## src/rtl/drac_pkg.sv

```systemverilog
// -----------------------------------------------------------------------------
// drac_pkg
// Shared front-end types: fetch/decode stage bundle, decoded instruction entry,
// exception and branch-prediction encodings, decode buffer depth and the
// I-type immediate helper used by the decoder.
// -----------------------------------------------------------------------------
package drac_pkg;

   localparam int XLEN          = 32;
   localparam int DEC_BUF_DEPTH = 4;

   localparam logic [6:0] OP_IMM = 7'b0010011;
   localparam logic [6:0] OP_REG = 7'b0110011;
   localparam logic [6:0] OP_LUI = 7'b0110111;

   typedef enum logic [3:0] {
      INSTR_ADDR_MISALIGNED = 4'd0,
      INSTR_ACCESS_FAULT    = 4'd1,
      ILLEGAL_INSTR         = 4'd2,
      BREAKPOINT            = 4'd3,
      NONE                  = 4'hF
   } exception_cause_t;

   typedef struct packed {
      exception_cause_t  cause;
      logic [XLEN-1:0]   origin;
      logic              valid;
   } exception_t;

   typedef enum logic {
      PRED_NOT_TAKEN = 1'b0,
      PRED_TAKEN     = 1'b1
   } branch_pred_decision_t;

   typedef struct packed {
      branch_pred_decision_t decision;
      logic [XLEN-1:0]       pred_addr;
   } branch_pred_t;

   typedef struct packed {
      logic [XLEN-1:0] pc_inst;
      logic [31:0]     inst;
      logic            valid;
      exception_t      ex;
      branch_pred_t    bpred;
   } if_id_stage_t;

   typedef enum logic [3:0] {
      INSTR_ADDI, INSTR_SLTI, INSTR_SLTIU, INSTR_XORI, INSTR_ORI, INSTR_ANDI,
      INSTR_SLLI, INSTR_SRLI, INSTR_SRAI, INSTR_LUI, INSTR_ADD, INSTR_SUB,
      INSTR_ILLEGAL
   } instr_type_t;

   typedef struct packed {
      logic            valid;
      logic [XLEN-1:0] pc;
      branch_pred_t    bpred;
      exception_t      ex;
      instr_type_t     instr_type;
      logic [4:0]      rs1;
      logic [4:0]      rs2;
      logic [4:0]      rd;
      logic [XLEN-1:0] imm;
      logic            use_imm;
      logic            regfile_we;
   } instr_entry_t;

   // Sign-extended 12-bit I-type immediate.
   function automatic logic [XLEN-1:0] imm_i(input logic [31:0] inst);
      return {{(XLEN-12){inst[31]}}, inst[31:20]};
   endfunction

endpackage

```

## src/rtl/decode_buffer_decoder.sv

```systemverilog
// -----------------------------------------------------------------------------
// decode_buffer_decoder
// Combinational RV32 subset decoder (OP-IMM, OP add/sub, LUI).
// Ports:
//   decode_i        in   if_id_stage_t   fetched instruction bundle
//   decode_instr_o  out  instr_entry_t   decoded entry; ex and bpred copied as-is
// Unsupported encodings decode to INSTR_ILLEGAL with no register write; the
// incoming exception field is never modified here.
// -----------------------------------------------------------------------------
module decode_buffer_decoder
   import drac_pkg::*;
(
   input  if_id_stage_t decode_i,
   output instr_entry_t decode_instr_o
);

   logic [6:0] w_opcode;
   logic [2:0] w_funct3;
   logic [6:0] w_funct7;

   assign w_opcode = decode_i.inst[6:0];
   assign w_funct3 = decode_i.inst[14:12];
   assign w_funct7 = decode_i.inst[31:25];

   // NOTE: every field gets a default before the case so no path leaves a
   // field unassigned, which would otherwise infer a latch.
   always_comb begin
      decode_instr_o            = '0;
      decode_instr_o.valid      = decode_i.valid;
      decode_instr_o.pc         = decode_i.pc_inst;
      decode_instr_o.bpred      = decode_i.bpred;
      decode_instr_o.ex         = decode_i.ex;
      decode_instr_o.rs1        = decode_i.inst[19:15];
      decode_instr_o.rs2        = decode_i.inst[24:20];
      decode_instr_o.rd         = decode_i.inst[11:7];
      decode_instr_o.instr_type = INSTR_ILLEGAL;

      case (w_opcode)
         OP_IMM: begin
            decode_instr_o.use_imm = 1'b1;
            decode_instr_o.imm     = imm_i(decode_i.inst);
            case (w_funct3)
               3'b000: decode_instr_o.instr_type = INSTR_ADDI;
               3'b010: decode_instr_o.instr_type = INSTR_SLTI;
               3'b011: decode_instr_o.instr_type = INSTR_SLTIU;
               3'b100: decode_instr_o.instr_type = INSTR_XORI;
               3'b110: decode_instr_o.instr_type = INSTR_ORI;
               3'b111: decode_instr_o.instr_type = INSTR_ANDI;
               3'b001: begin
                  decode_instr_o.imm = {{(XLEN-5){1'b0}}, decode_i.inst[24:20]};
                  if (w_funct7 == 7'b0000000) decode_instr_o.instr_type = INSTR_SLLI;
               end
               default: begin // 3'b101: logical or arithmetic right shift
                  decode_instr_o.imm = {{(XLEN-5){1'b0}}, decode_i.inst[24:20]};
                  if (w_funct7 == 7'b0000000)      decode_instr_o.instr_type = INSTR_SRLI;
                  else if (w_funct7 == 7'b0100000) decode_instr_o.instr_type = INSTR_SRAI;
               end
            endcase
         end
         OP_LUI: begin
            decode_instr_o.use_imm    = 1'b1;
            decode_instr_o.imm        = {decode_i.inst[31:12], 12'b0};
            decode_instr_o.instr_type = INSTR_LUI;
         end
         OP_REG: begin
            if (w_funct3 == 3'b000 && w_funct7 == 7'b0000000)      decode_instr_o.instr_type = INSTR_ADD;
            else if (w_funct3 == 3'b000 && w_funct7 == 7'b0100000) decode_instr_o.instr_type = INSTR_SUB;
         end
         default: ;
      endcase

      decode_instr_o.regfile_we = (decode_instr_o.instr_type != INSTR_ILLEGAL);
   end

endmodule

```

## src/rtl/decode_buffer.sv

```systemverilog
// -----------------------------------------------------------------------------
// decode_buffer
// Decode-stage front buffer: decodes one fetched instruction per cycle and
// queues the decoded entry in a DEPTH-entry FIFO, decoupling fetch from
// downstream backpressure. Optionally halts input after an excepting entry.
// Ports:
//   clk_i           in   clock, rising edge
//   rst_i           in   asynchronous reset, active-high
//   flush_i         in   drop all entries and the current input, return to RUN
//   decode_i        in   fetched instruction bundle
//   decode_ready_o  out  buffer accepts decode_i this cycle (registered state only)
//   decode_instr_o  out  head entry
//   decode_valid_o  out  head entry valid
//   deq_ready_i     in   consumer takes the head when valid
//   count_o         out  occupied entries
//   halted_o        out  input refused until flush after an exception
// -----------------------------------------------------------------------------
module decode_buffer
   import drac_pkg::*;
#(
   parameter int DEPTH       = DEC_BUF_DEPTH,
   parameter bit HALT_ON_EXC = 1'b1
)(
   input  logic                       clk_i,
   input  logic                       rst_i,
   input  logic                       flush_i,
   input  if_id_stage_t               decode_i,
   output logic                       decode_ready_o,
   output instr_entry_t               decode_instr_o,
   output logic                       decode_valid_o,
   input  logic                       deq_ready_i,
   output logic [$clog2(DEPTH+1)-1:0] count_o,
   output logic                       halted_o
);

   localparam int PTR_W = $clog2(DEPTH);
   localparam int CNT_W = $clog2(DEPTH+1);

   typedef enum logic {RUN, HALT_EXC} state_t;

   instr_entry_t     r_storage [DEPTH];
   logic [PTR_W-1:0] r_wr_ptr;
   logic [PTR_W-1:0] r_rd_ptr;
   logic [CNT_W-1:0] r_count;
   state_t           r_state;
   state_t           w_state_next;
   instr_entry_t     w_decoded;
   logic             w_enq;
   logic             w_deq;

   decode_buffer_decoder u_decoder (
      .decode_i       (decode_i),
      .decode_instr_o (w_decoded)
   );

   assign decode_ready_o = (r_count != CNT_W'(DEPTH)) && (r_state == RUN);
   assign decode_valid_o = (r_count != '0);
   assign decode_instr_o = r_storage[r_rd_ptr];
   assign count_o        = r_count;
   assign halted_o       = (r_state == HALT_EXC);

   assign w_enq = decode_i.valid & decode_ready_o & ~flush_i;
   assign w_deq = decode_valid_o & deq_ready_i & ~flush_i;

   // NOTE: the storage array is deliberately not reset; occupancy is tracked by
   // r_count, so stale contents are never reported as valid.
   always_ff @(posedge clk_i) begin
      if (w_enq) r_storage[r_wr_ptr] <= w_decoded;
   end

   // NOTE: sequential state uses non-blocking assignments so every register
   // samples the pre-edge values of its peers.
   always_ff @(posedge clk_i or posedge rst_i) begin
      if (rst_i) begin
         r_wr_ptr <= '0;
         r_rd_ptr <= '0;
         r_count  <= '0;
         r_state  <= RUN;
      end else begin
         r_state <= w_state_next;
         if (flush_i) begin
            r_wr_ptr <= '0;
            r_rd_ptr <= '0;
            r_count  <= '0;
         end else begin
            // DEPTH is a power of two, so the pointers wrap by overflow.
            if (w_enq) r_wr_ptr <= r_wr_ptr + PTR_W'(1);
            if (w_deq) r_rd_ptr <= r_rd_ptr + PTR_W'(1);
            case ({w_enq, w_deq})
               2'b10:   r_count <= r_count + CNT_W'(1);
               2'b01:   r_count <= r_count - CNT_W'(1);
               default: r_count <= r_count;
            endcase
         end
      end
   end

   always_comb begin
      w_state_next = r_state;
      case (r_state)
         RUN:      if (w_enq && decode_i.ex.valid && HALT_ON_EXC) w_state_next = HALT_EXC;
         HALT_EXC: w_state_next = HALT_EXC;
         default:  w_state_next = RUN;
      endcase
      if (flush_i) w_state_next = RUN;
   end

   a_no_enq_full:  assert property (@(posedge clk_i) disable iff (rst_i)
                                    !(w_enq && r_count == CNT_W'(DEPTH)));
   a_no_deq_empty: assert property (@(posedge clk_i) disable iff (rst_i)
                                    !(w_deq && r_count == '0));
   a_count_bound:  assert property (@(posedge clk_i) disable iff (rst_i)
                                    r_count <= CNT_W'(DEPTH));

endmodule

```

## config.mk

```make
export PLATFORM = sky130hd
export DESIGN_NAME = decode_buffer
export DESIGN_NICKNAME = d
export VERILOG_FILES = /design/src/rtl/drac_pkg.sv /design/src/rtl/decode_buffer_decoder.sv /design/src/rtl/decode_buffer.sv
export SDC_FILE = /design/constraint.sdc
export NUM_CORES = 1
export LEC_CHECK = 0
export BUFFER_PORTS_ARGS = -buffer_cell sky130_fd_sc_hd__buf_4
export CORE_AREA = 4 4 312 314
export DETAILED_ROUTE_END_ITERATION = 12
export DIE_AREA = 0 0 316 318
export MAX_ROUTING_LAYER = met4
export PLACE_DENSITY = 0.39
export SLEW_MARGIN = 20
export SYNTH_ARGS = -nofsm -noshare
export SYNTH_HDL_FRONTEND = slang
export SYNTH_SLANG_ARGS = --single-unit
export TNS_END_PERCENT = 5
```

## constraint.sdc

```tcl
create_clock -name clk_i -period 6.75 [get_ports clk_i]
set_clock_uncertainty 0.2 [all_clocks]
set_input_delay 2.025 -clock clk_i [delete_from_list [all_inputs] [get_ports clk_i]]
set_output_delay 2.025 -clock clk_i [all_outputs]
set_load 0.05 [all_outputs]
```

==> PnR_summary.wiki, run 1 <==
{| class="wikitable"
! Metric !! Value
|-
| First-pass DRT Iterations || 4
|-
| Wire length of the first global-routing pass || 84.2 mm
|-
| Remaining antenna violation count after routing || 0
|-
| Leading cell types by total area after synthesis || sky130_fd_sc_hd__edfxtp_1 (80%), sky130_fd_sc_hd__mux4_2 (15%), sky130_fd_sc_hd__dfrtp_1 (0.85%), sky130_fd_sc_hd__a21o_1 (0.58%), sky130_fd_sc_hd__buf_2 (0.41%)
|-
| Wire length per cell || 22.0 um
|-
| Arrival time worst endpoint || 2.93 ns
|-
| Fin. max-slew vios || 0
|-
| Flip-flop and latch count after synthesis || 632
|-
| Static Leak || 9.81 nW
|-
| Initial DRC Count || 588
|-
| Start point of the worst min-delay path || halted_o
|-
| DR vias/cell || 4.17
|-
| Worst-margin pin slew || 0.929 ns
|-
| Die area || 100,000 sq um
|-
| Slew headroom || 38.1%
|-
| Portion of synthesized cell area occupied by the leading cell type || 80.0%
|-
| Total negative slack for setup checks || 0 ns
|-
| Crit. End Element || output pin
|-
| Proportion of synthesized chip area in sequential cells || 80.8%
|-
| Synthesized instance count || 940
|-
| Unrepaired setup endpoints after global routing || false
|-
| Count of unique library cells instantiated by Yosys || 45
|-
| Met3 WL post-DR || 4.90 mm
|-
| Total of cells resized after clock tree synthesis || 0
|-
| Area growth from synthesis to final layout || 27.2%
|-
| Syn. warnings || 0
|-
| Count of buffers from port buffering || 300
|-
| Floorplan die width || 316 um
|-
| CTS tree || built
|-
| Overflow after GRT || 0
|-
| Vias in the first global route || 12.3k
|-
| Post-Syn Area per Cell || 24.9 sq um
|-
| Synthesized Nets || 1,084
|-
| Number of placement rows || 113
|-
| Ratio of final minimum period to clock period || 76.4%
|-
| Startpoint of the worst-slack reg-to-reg timing path || count_o[2]
|-
| Number of max-capacitance violations reported || 0
|-
| Top layer reached by signal wires || met4
|-
| Combined area of all synthesized cells || 23,400 sq um
|-
| Final Util || 31.5%
|-
| Commonest cells in the netlist || sky130_fd_sc_hd__edfxtp_1 (624), sky130_fd_sc_hd__mux4_2 (156), sky130_fd_sc_hd__buf_2 (19)
|-
| Reg clk slew, reported paths || 0.05 ns
|-
| Antenna violations before repair || 3
|-
| Min-Delay Path Class || reg2reg
|-
| Post-detail-place hpwl || 34.1 mm
|-
| Count of cells along the worst register-to-register path || 4
|-
| Synth Flop Type || sky130_fd_sc_hd__edfxtp_1
|-
| Result of the run || finished, final reports clean
|-
| Share of async-settable or async-resettable flops after synthesis || 1.27%
|-
| Io pins || 301
|-
| Largest vdd supply drop || 0.000230 V
|-
| Number of buffers between clock root and the deepest sink || 3
|-
| Number of buffers added by the clock tree synthesis step || 75
|-
| Core outline area || 94,600 sq um
|-
| Post-CTS repair timing setup buffer count || 0
|-
| Net total in the final layout || 1,442
|-
| Total via count after detailed routing || 10.9k
|-
| Start point of the critical path || r_rd_ptr[0]
|-
| Number of hold-repair buffers added at the cts stage || 0
|-
| Maximum number of pins on one net before global-route repair || 70
|-
| Number of levels in the clock H-tree || 3
|-
| Height of the chip || 318 um
|-
| Pwr/cell area || 376 nW/um^2
|-
| Kind of critical path || reg2out
|-
| Cell type with the largest total area after synthesis || sky130_fd_sc_hd__edfxtp_1
|-
| Cell with the most instances after synthesis || sky130_fd_sc_hd__edfxtp_1
|-
| Initial Utilization || 24.8%
|-
| Final critical delay including setup and external delays || 5.16 ns
|-
| Remaining design rule violation count || 0
|-
| Met2 Wirelength || 27.5 mm
|-
| Final Hold Fails || 0
|-
| Global-route usage over all layers || 11.8%
|-
| Req. time, crit path || 4.53 ns
|-
| Biggest fanout along the worst timing path || 36
|-
| Met1 Wirelength || 23.9 mm
|-
| Final number of setup-violating endpoints || 0
|-
| Global placer's final weighted congestion || 0.714
|-
| Timing-limited maximum frequency || 194 MHz
|-
| Crit start category || flop
|-
| FF-to-FF End || r_storage[1][134]
|-
| Crit path to || decode_instr_o[32]
|-
| Clk Latency, worst-skew pair || 0.62 ns
|-
| Total Routed Length || 57.6 mm
|-
| Worst reg2reg setup slack || 3.81 ns
|-
| Number of enable-type register cells in the synthesized netlist || 624
|-
| Layout cell share with drive strength beyond 1 || 44.5%
|-
| Count of clock tree sinks || 632
|-
| Clock Tree Root || sky130_fd_sc_hd__clkbuf_16
|}
-- critical path, stage by stage, from the launching register on --
cell and delay (ns):
sky130_fd_sc_hd__dfrtp_4 1.03, sky130_fd_sc_hd__buf_12 0.38, sky130_fd_sc_hd__mux4_2 0.61, sky130_fd_sc_hd__buf_4 0.22
-- cell type report --
type	instances	area, sq um
Antenna cell	3	7.51
Clock inverter	42	407
Fill cell	9065	64800
Inverter	3	11.3
Multi-Input combinational cell	264	4310
Clock buffer	86	1940
Timing Repair Buffer	322	2590
Tap cell	1265	1580
Sequential cell	632	18900
-- routing by layer --
layer	vias up	global-route usage, %
met3	94	4.76
met5	-	-
li1	4761	-
met2	299	18.5
met4	0	3.50
met1	5757	14.1
-- logic make-up (layout without fill, tap and decap cells) --
logic type | count (synthesis) | in the layout | share of synthesized area [%]
flip-flops | 632 | 632 | 80.8
multiplexers | 161 | 161 | 15.2
AND/OR/NAND/NOR | 62 | 62 | 1.64
buffers and inverters | 44 | 453 | 0.822
AO/OA/AOI/OAI | 32 | 32 | 1.05
adder cells (fa/ha/maj) | 5 | 5 | 0.299
XOR/XNOR | 4 | 4 | 0.150
other | 0 | 3 | 0
-- flip-flops by register name, summed over array words and instances, names as in the netlist --
register,cells
r_rd_ptr,2
r_wr_ptr,2
halted_o,1
r_storage,624
count_o,3
-- cell usage in the layout (no fill, tap or decap), types with 2 or more instances in the layout --
master | synthesis | final
sky130_fd_sc_hd__and2_4 | 0 | 4
sky130_fd_sc_hd__a21oi_1 | 4 | 4
sky130_fd_sc_hd__clkbuf_16 | 0 | 76
sky130_fd_sc_hd__clkbuf_1 | 13 | 10
sky130_fd_sc_hd__ha_1 | 4 | 4
sky130_fd_sc_hd__and2_1 | 15 | 11
sky130_fd_sc_hd__xnor2_1 | 3 | 3
sky130_fd_sc_hd__mux4_2 | 156 | 156
sky130_fd_sc_hd__diode_2 | 0 | 3
sky130_fd_sc_hd__clkinv_1 | 0 | 14
sky130_fd_sc_hd__nor3b_1 | 3 | 3
sky130_fd_sc_hd__edfxtp_1 | 624 | 624
sky130_fd_sc_hd__a21o_1 | 18 | 18
sky130_fd_sc_hd__clkinvlp_4 | 0 | 2
sky130_fd_sc_hd__dfrtp_1 | 8 | 6
sky130_fd_sc_hd__nor2_1 | 13 | 12
sky130_fd_sc_hd__mux2_1 | 2 | 2
sky130_fd_sc_hd__nor3_1 | 3 | 3
sky130_fd_sc_hd__bufinv_16 | 0 | 7
sky130_fd_sc_hd__nand2b_1 | 4 | 4
sky130_fd_sc_hd__clkinv_2 | 0 | 12
sky130_fd_sc_hd__buf_4 | 1 | 308
sky130_fd_sc_hd__nand2_1 | 6 | 6
sky130_fd_sc_hd__inv_1 | 3 | 3
sky130_fd_sc_hd__nor2b_1 | 4 | 4
sky130_fd_sc_hd__buf_12 | 0 | 14
sky130_fd_sc_hd__mux2i_1 | 3 | 3
sky130_fd_sc_hd__o21a_1 | 3 | 3
sky130_fd_sc_hd__inv_6 | 0 | 5
sky130_fd_sc_hd__dfrtp_4 | 0 | 2
-- worst min-delay path by stage --
stage / depth (start not counted) / to / slack [ns]
after CTS: 2 / halted_o / 0.35
after detailed placement: 2 / halted_o / 0.33
after global placement: 2 / halted_o / 0.34
after floorplan: 2 / r_wr_ptr[1] / 0.34
final: 2 / halted_o / 0.34
after global routing: 2 / halted_o / 0.40
-- power by group --
part           leakage (nW)  internal [W]  switching (W)  total [W]
clock network          1.15       0.00232        0.00156    0.00388
logic                  2.88      0.000896        0.00174    0.00263
registers              5.78       0.00457       0.000116    0.00468
-- metrics by stage --
step	power, W	hold WS [ns]	instances	cell area [sq um]	worst slack [ns]
after floorplan	0.00655	0.338	940	23400	0.0702
after global placement	0.00748	0.337	2486	27400	2.12
after detailed placement	0.00748	0.335	2486	27400	2.11
after CTS	0.0114	0.349	2614	29800	1.39
after global routing	0.0117	0.399	2617	29800	1.31
final	0.0112	0.340	2617	29800	1.59
No activity file was read; power rests on OpenSTA's default activity.
==> inputs of run 2 (changes only) <==
--- a/config.mk
+++ b/config.mk
@@ -5,10 +5,11 @@
 export SDC_FILE = /design/constraint.sdc
 export NUM_CORES = 1
 export LEC_CHECK = 0
+export ABC_AREA = 1
 export BUFFER_PORTS_ARGS = -buffer_cell sky130_fd_sc_hd__buf_4
-export CORE_AREA = 4 4 312 314
+export CORE_AREA = 4 4 316 318
 export DETAILED_ROUTE_END_ITERATION = 12
-export DIE_AREA = 0 0 316 318
+export DIE_AREA = 0 0 320 322
 export MAX_ROUTING_LAYER = met4
 export PLACE_DENSITY = 0.39
 export SLEW_MARGIN = 20
==> constraint.sdc (replaced) <==
create_clock -name clk_i -period 4.95 [get_ports clk_i]
set_clock_uncertainty 0.2 [all_clocks]
set_input_delay 1.485 -clock clk_i [delete_from_list [all_inputs] [get_ports clk_i]]
set_output_delay 1.485 -clock clk_i [all_outputs]
set_load 0.05 [all_outputs]
==> PnR_summary.wiki, run 2 <==
{| class="wikitable"
! Metric !! Value
|-
| Post-CTS repair timing setup buffer count || 0 (unchanged)
|-
| Synthesized Nets || 1,828 (+69%)
|-
| Part of the power in registers || 37.2% (-4.6 points)
|-
| Maximum number of pins on one net before global-route repair || 143 (+100%)
|-
| Register name with the most flops || r_storage
|-
| Final critical delay including setup and external delays || 4.31 ns
|-
| Number of cells after detailed placement || 3,180 (+28%)
|-
| CTS tree || built
|-
| Die area || 103,000 sq um (+2.5%)
|-
| Total Routed Length || 68.3 mm (+19%)
|-
| Flip-flop and latch count after synthesis || 632 (unchanged)
|-
| Post-synthesis xor/xnor area fraction || 0.0363% (-0.11 points)
|-
| Portion of synthesized cell area occupied by the leading cell type || 77.6% (-2.4 points)
|-
| Result of the run || finished, final reports clean
|-
| Number of levels in the clock H-tree || 3 (unchanged)
|-
| Proportion of synthesized chip area in sequential cells || 78.4% (-2.4 points)
|-
| Total of cells resized after clock tree synthesis || 0 (unchanged)
|-
| Remaining antenna violation count after routing || 0 (unchanged)
|-
| Post-Syn Area per Cell || 14.3 sq um (-42%)
|-
| Finished Layout Cells || 3,321 (+27%)
|-
| Number of buffers between clock root and the deepest sink || 3 (unchanged)
|-
| Cell-internal power || 0.0107 W (+37%)
|-
| Hold path depth || 2 (unchanged)
|-
| Net load switching power || 0.00608 W (+78%)
|-
| Count of buffers from port buffering || 300 (unchanged)
|-
| Floorplan die width || 320 um (+1.3%)
|-
| Synth Flop Type || sky130_fd_sc_hd__edfxtp_1
|-
| Combined flip-flop and latch cell area || 18,900 sq um (unchanged)
|-
| Height of the chip || 322 um (+1.3%)
|-
| Arrival time worst endpoint || 2.62 ns (-0.31 ns)
|-
| Fin. max-slew vios || 0 (unchanged)
|-
| Number of hold-repair buffers added at the cts stage || 0 (unchanged)
|-
| Number of max-capacitance violations reported || 0 (unchanged)
|-
| Ratio of final minimum period to clock period || 87.0%
|-
| Largest vdd supply drop || 0.000286 V (+24%)
|-
| Crit start category || flop
|-
| Combinational family with the most area after synthesis || compound AO/OA/AOI/OAI gates
|-
| Max reg flops || 624 (unchanged)
|-
| Switching part of the total power || 36.3% (+5.8 points)
|-
| Most common cell after layout, fill and taps aside || sky130_fd_sc_hd__edfxtp_1
|-
| Combined area of all synthesized cells || 24,200 sq um (+3.1%)
|-
| Worst-margin pin slew || 0.993 ns (+0.0644 ns)
|-
| Vias in the first global route || 14.8k (+20%)
|-
| Commonest cells in the netlist || sky130_fd_sc_hd__edfxtp_1 (624), sky130_fd_sc_hd__nor2_1 (334), sky130_fd_sc_hd__o21ai_0 (246)
|-
| Share of synthesized cell area in and, or, nand and nor gates || 6.48% (+4.8 points)
|-
| Remaining design rule violation count || 0 (unchanged)
|-
| Biggest fanout along the worst timing path || 74 (+110%)
|-
| Total via count after detailed routing || 14.8k (+36%)
|-
| Crit. End Element || output pin
|-
| Syn. warnings || 0 (unchanged)
|-
| Cell type with the largest total area after synthesis || sky130_fd_sc_hd__edfxtp_1
|-
| Leading cell types in the layout, fill and taps excluded || sky130_fd_sc_hd__edfxtp_1 (624), sky130_fd_sc_hd__nor2_1 (330), sky130_fd_sc_hd__buf_4 (311), sky130_fd_sc_hd__o21ai_0 (246), sky130_fd_sc_hd__o22ai_1 (156)
|-
| First-pass DRT Iterations || 4 (unchanged)
|-
| Number of placement rows || 114 (+0.88%)
|-
| Post-detail-place hpwl || 38.4 mm (+13%)
|-
| Min-Delay Path Class || reg2reg
|-
| Leading cell types by total area after synthesis || sky130_fd_sc_hd__edfxtp_1 (78%), sky130_fd_sc_hd__nor2_1 (5.2%), sky130_fd_sc_hd__o21ai_0 (5.1%), sky130_fd_sc_hd__o22ai_1 (4.0%), sky130_fd_sc_hd__o21ai_1 (1.8%)
|-
| Reg clk slew, reported paths || 0.06 ns (about the same)
|-
| Net total in the final layout || 2,125 (+47%)
|-
| Final Hold Fails || 0 (unchanged)
|-
| Share of the synthesized area in compound gates (AO/OA/AOI/OAI) || 11.1% (+10 points)
|-
| DR vias/cell || 4.46 (+7.0%)
|-
| Layout cell share with drive strength beyond 1 || 21.7% (-23 points)
|-
| Share of async-settable or async-resettable flops after synthesis || 1.27% (unchanged)
|-
| Unrepaired setup endpoints after global routing || false
|-
| Global placer's final weighted congestion || 0.736 (+3.1%)
|-
| Final number of setup-violating endpoints || 0 (unchanged)
|-
| Core outline area || 96,600 sq um (+2.1%)
|-
| Slew headroom || 33.8% (-4.3 points)
|-
| Wire length of the first global-routing pass || 98.8 mm (+17%)
|-
| Final Util || 31.2% (-0.30 points)
|-
| Count of unique library cells instantiated by Yosys || 28 (-38%)
|-
| Multi-input combinational cell area || 4350 sq um (+0.78%)
|-
| Proportion of power drawn by combinational gates || 30.7% (+7.2 points)
|-
| Number of buffers added by the clock tree synthesis step || 75 (unchanged)
|-
| Antenna violations before repair || 3 (unchanged)
|-
| Overflow after GRT || 0 (unchanged)
|-
| Req. time, crit path || 3.26 ns (-1.27 ns)
|-
| Synth Area in Adders || 0.290% (-0.0089 points)
|-
| Number of enable-type register cells in the synthesized netlist || 624 (unchanged)
|-
| Power share of the clock group || 32.1% (-2.5 points)
|-
| Wire length per cell || 20.6 um (-6.5%)
|-
| Initial Utilization || 25.0% (+0.24 points)
|-
| Synthesized instance count || 1,684 (+79%)
|-
| Initial DRC Count || 806 (+37%)
|-
| Io pins || 301 (unchanged)
|-
| Kind of critical path || reg2out
|-
| Clk Latency, worst-skew pair || 0.62 ns (about the same)
|-
| Number of inserted filler cells in the final layout || 9,555 (+5.4%)
|-
| Cell with the most instances after synthesis || sky130_fd_sc_hd__edfxtp_1
|-
| Count of cells along the worst register-to-register path || 7 (+3)
|-
| Pwr/cell area || 556 nW/um^2 (+48%)
|-
| Area growth from synthesis to final layout || 24.8%
|-
| Timing-limited maximum frequency || 232 MHz
|-
| Multiplexer share of the synthesized area || 0% (-15 points)
|-
| Static Leak || 10.5 nW (+6.6%)
|-
| Global-route usage over all layers || 13.2% (+1.4 points)
|-
| Count of clock tree sinks || 632 (unchanged)
|-
| Clock Tree Root || sky130_fd_sc_hd__clkbuf_16
|}
## run 2: changes by cell type in the layout (fill, tap and decap cells not counted), moves of 7 or more
cell / change
sky130_fd_sc_hd__a21o_1: -18
sky130_fd_sc_hd__and2_1: -11
sky130_fd_sc_hd__clkbuf_1: +7
sky130_fd_sc_hd__inv_1: +32
sky130_fd_sc_hd__mux4_2: -156
sky130_fd_sc_hd__nand2_1: +41
sky130_fd_sc_hd__nand3_1: +10
sky130_fd_sc_hd__nor2_1: +318
sky130_fd_sc_hd__o21ai_0: +246
sky130_fd_sc_hd__o21ai_1: +87
sky130_fd_sc_hd__o22ai_1: +156
## run 2: final timing paths
| kind | start | slack, ns | endpoint |
|---|---|---|---|
| worst max register to register | count_o[0] | 2.04 | r_storage[1][110] |
| worst min-delay path | halted_o | 0.36 | halted_o |
| max in group asynchronous | rst_i | 3.56 | r_rd_ptr[0] |
| worst min register to register | halted_o | 0.36 | halted_o |
| min in group asynchronous | rst_i | 0.65 | halted_o |
| worst max-delay path | r_rd_ptr[1] | 0.64 | decode_instr_o[115] |
## run 2: area by class of cell
class	instances	share of cell area (%)
Inverter	39	0.544
Clock inverter	41	1.25
Sequential cell	632	62.9
Multi-Input combinational cell	906	14.4
Tap cell	1276	5.30
Clock buffer	96	6.77
Timing Repair Buffer	327	8.81
Antenna cell	4	0.0332
## run 2: power groups by stage
stage | registers, W | logic [W] | clock network [W]
after floorplan | 0.00638 | 0.00355 | 0
after global placement | 0.00633 | 0.00525 | 0
after detailed placement | 0.00634 | 0.00528 | 0
after CTS | 0.00623 | 0.00528 | 0.00559
after global routing | 0.00624 | 0.00550 | 0.00581
final | 0.00623 | 0.00515 | 0.00538
## run 2: metrics by stage
step / power, W / hold slack (ns) / setup slack (ns) / cell area, sq um / setup TNS, ns
2_1_floorplan: 0.00993 / 0.380 / -1.69 / 24200 / -1055.53
3_3_place_gp: 0.0116 / 0.381 / 1.04 / 27700 / 0
3_5_place_dp: 0.0116 / 0.360 / 1.02 / 27700 / 0
4_1_cts: 0.0171 / 0.367 / 0.456 / 30100 / 0
5_1_grt: 0.0176 / 0.394 / 0.414 / 30100 / 0
6_report: 0.0168 / 0.365 / 0.644 / 30100 / 0
## run 2: worst max-delay path, stage by stage (launching register included)
cell and delay [ns]:
sky130_fd_sc_hd__dfrtp_4 0.46, sky130_fd_sc_hd__buf_4 0.68, sky130_fd_sc_hd__o21ai_1 0.15, sky130_fd_sc_hd__o22ai_1 0.31, sky130_fd_sc_hd__buf_4 0.26
## run 2: cells by family after synthesis
family	after synthesis
flops	632
compound gates	495
simple gates	405
buf+inv	146
fa+ha+maj	5
xor+xnor	1
## run 2: per-layer routing
metal	GRT usage, %	share of wire [%]	vias up	routed length [um]
li1	-	-	6931	-
met1	16.3	44	7450	29900
met2	21.5	48	352	33000
met3	3.49	6.1	83	4160
met4	3.63	1.8	0	1260
met5	-	0	-	0
==> inputs of run 3 (changes only) <==
--- a/config.mk
+++ b/config.mk
@@ -12,6 +12,8 @@
 export DIE_AREA = 0 0 320 322
 export MAX_ROUTING_LAYER = met4
 export PLACE_DENSITY = 0.39
+export RECOVER_POWER = 100
+export SKIP_LAST_GASP = 1
 export SLEW_MARGIN = 20
 export SYNTH_ARGS = -nofsm -noshare
 export SYNTH_HDL_FRONTEND = slang
==> constraint.sdc (replaced) <==
create_clock -name clk_i -period 4.15 [get_ports clk_i]
set_clock_uncertainty 0.2 [all_clocks]
set_input_delay 1.245 -clock clk_i [delete_from_list [all_inputs] [get_ports clk_i]]
set_output_delay 1.245 -clock clk_i [all_outputs]
set_load 0.05 [all_outputs]
==> PnR_summary.wiki, run 3 (synthesized netlist as in run 2, its figures left out) <==
{| class="wikitable"
! Metric !! Value
|-
| Result of the run || complete, but fails checks
|-
| Failing checks || max-capacitance violations, max-slew violations
|-
| Number of placement rows || 114 (unchanged)
|-
| Unrepaired setup endpoints after global routing || true
|-
| Area growth from synthesis to final layout || 21.7%
|-
| Leading cell types in the layout, fill and taps excluded || sky130_fd_sc_hd__edfxtp_1 (624), sky130_fd_sc_hd__nor2_1 (332), sky130_fd_sc_hd__o21ai_0 (246), sky130_fd_sc_hd__o22ai_1 (156), sky130_fd_sc_hd__clkbuf_1 (152)
|-
| Net total in the final layout || 2,136 (+0.52%)
|-
| Min-Delay Path Class || reg2reg
|-
| Global-route usage over all layers || 13.1% (-0.097 points)
|-
| Number of buffers added by the clock tree synthesis step || 75 (unchanged)
|-
| Final number of setup-violating endpoints || 0 (unchanged)
|-
| Number of inserted filler cells in the final layout || 9,692 (+1.4%)
|-
| Fin. max-slew vios || 167 (+167)
|-
| Final Hold Fails || 0 (unchanged)
|-
| Worst-case hold slack || 0.392 ns (+0.0274 ns)
|-
| Crit path setup slack, layout || 0.160 ns (-0.483 ns)
|-
| Clock Tree Root || sky130_fd_sc_hd__clkbuf_16
|-
| Area of all placed cells without fillers || 29,400 sq um (-2.5%)
|-
| Placement-stage worst setup slack || 0.710 ns (-0.310 ns)
|-
| Io pins || 301 (unchanged)
|-
| Number of buffers between clock root and the deepest sink || 3 (unchanged)
|-
| Clk Latency, worst-skew pair || 0.61 ns (about the same)
|-
| Number of max-capacitance violations reported || 1 (+1)
|-
| Most common cell after layout, fill and taps aside || sky130_fd_sc_hd__edfxtp_1
|-
| Crit start category || input pin
|-
| Global placer's final weighted congestion || 0.727 (-1.2%)
|-
| Maximum number of pins on one net before global-route repair || 158 (+10%)
|-
| Core outline area || 96,600 sq um (unchanged)
|-
| DR vias/cell || 4.44 (-0.41%)
|-
| Kind of critical path || in2reg
|-
| Instance area after placement || 27,900 sq um (+0.51%)
|-
| Post-layout power || 0.0195 W (+17%)
|-
| Req. time, crit path || 4.14 ns (+0.88 ns)
|-
| Remaining design rule violation count || 0 (unchanged)
|-
| Antenna violations before repair || 3 (unchanged)
|-
| Slew headroom || -7.83% (-42 points)
|-
| CTS tree || built
|-
| Initial DRC Count || 873 (+8.3%)
|-
| Number of hold-repair buffers added at the cts stage || 0 (unchanged)
|-
| Worst-margin pin slew || 1.62 ns (+0.625 ns)
|-
| Height of the chip || 322 um (unchanged)
|-
| Layout cell share with drive strength beyond 1 || 15.4% (-6.3 points)
|-
| Die area || 103,000 sq um (unchanged)
|-
| Reg clk slew, reported paths || 0.05 ns (about the same)
|-
| Floorplan die width || 320 um (unchanged)
|-
| Number of levels in the clock H-tree || 3 (unchanged)
|-
| Overflow after GRT || 0 (unchanged)
|-
| Wire length of the first global-routing pass || 98.3 mm (-0.47%)
|-
| Register name with the most flops || r_storage
|-
| Total negative slack for setup checks || 0 ns (unchanged)
|-
| Biggest fanout along the worst timing path || 85 (+15%)
|-
| Total Routed Length || 67.2 mm (-1.7%)
|-
| Pwr/cell area || 665 nW/um^2 (+20%)
|-
| Ratio of final minimum period to clock period || 96.1%
|-
| Crit. End Element || flop
|-
| Timing-limited maximum frequency || 251 MHz
|-
| Vias in the first global route || 15.0k (+1.6%)
|-
| Arrival time worst endpoint || 3.98 ns (+1.36 ns)
|-
| Max reg flops || 624 (unchanged)
|-
| Post-detail-place hpwl || 38.4 mm (+0.12%)
|-
| Final critical delay including setup and external delays || 3.99 ns
|-
| Count of buffers from port buffering || 300 (unchanged)
|-
| Largest vdd supply drop || 0.000472 V (+65%)
|-
| Static Leak || 9.92 nW (-5.1%)
|-
| First-pass DRT Iterations || 7 (+3)
|-
| Total via count after detailed routing || 14.8k (-0.14%)
|-
| Remaining antenna violation count after routing || 0 (unchanged)
|-
| Combined flip-flop and latch cell area || 18,900 sq um (unchanged)
|-
| Initial Utilization || 25.0% (unchanged)
|-
| Multi-input combinational cell area || 4320 sq um (-0.58%)
|-
| Count of clock tree sinks || 632 (unchanged)
|-
| Wire length per cell || 20.2 um (-1.9%)
|}
==> run 3: cell types whose count changed in the layout (fill, tap and decap cells not counted), moves of 4 or more <==
cell / delta
sky130_fd_sc_hd__clkbuf_2: +41
sky130_fd_sc_hd__buf_2: +28
sky130_fd_sc_hd__buf_4: -222
sky130_fd_sc_hd__clkbuf_4: +36
sky130_fd_sc_hd__buf_12: -8
sky130_fd_sc_hd__clkinv_2: -4
sky130_fd_sc_hd__clkbuf_1: +135
sky130_fd_sc_hd__inv_6: +4
==> run 3: layout make-up <==
type,instances,area share (%)
clock buffers,99,6.87
clock inverters,37,1.06
flip-flops and latches,632,64.4
multi-input cells,906,14.7
inverters,39,0.562
diodes,3,0.0255
well taps,1276,5.43
repair buffers,338,6.90
==> run 3: path summary, 6_finish.rpt <==
kind | startpoint | to | slack [ns] | depth (start not counted)
max | decode_i[70] | r_storage[1][110] | 0.16 | 6
min | halted_o | halted_o | 0.39 | 2
max reg2reg | count_o[0] | r_storage[1][110] | 0.43 | 7
min reg2reg | halted_o | halted_o | 0.39 | 2
max in group asynchronous | rst_i | r_rd_ptr[1] | 3.00 | 2
min in group asynchronous | rst_i | r_wr_ptr[1] | 0.42 | 2
==> run 3: metrics by stage <==
step | util (%) | std cells
finish | 30.4 | 3330
floorplan | - | 1684
global placement | 28.8 | 3191
global route | 30.4 | 3330
detailed placement | 28.8 | 3191
CTS | 31.3 | 3327
==> run 3: critical path: stages <==
cell	delay, ns
sky130_fd_sc_hd__clkbuf_1	0.19
sky130_fd_sc_hd__nand3_1	0.21
sky130_fd_sc_hd__nor2_1	0.46
sky130_fd_sc_hd__clkinvlp_2	0.42
sky130_fd_sc_hd__nor2_4	0.16
sky130_fd_sc_hd__clkbuf_4	1.20
==> run 3: what timing repair did <==
item | 4_1_cts | 5_1_grt
buffers inserted | 0 | 0
gates resized for setup | 0 | 2
endpoints found under the setup margin | 0 | 22
==> run 3: report_power, final <==
part	switching, W	leakage [nW]	total, W	internal (W)
logic	0.00455	2.93	0.00588	0.00133
clock network	0.00253	1.13	0.00621	0.00368
registers	0.000102	5.87	0.00745	0.00735
==> run 3: metal layers <==
metal | global-route usage [%] | vias to the layer above | routed length (um)
li1 | - | 6942 | -
met1 | 16.0 | 7427 | 29000
met2 | 21.8 | 334 | 33000
met3 | 3.32 | 92 | 3730
met4 | 3.38 | 0 | 1440
met5 | - | - | 0
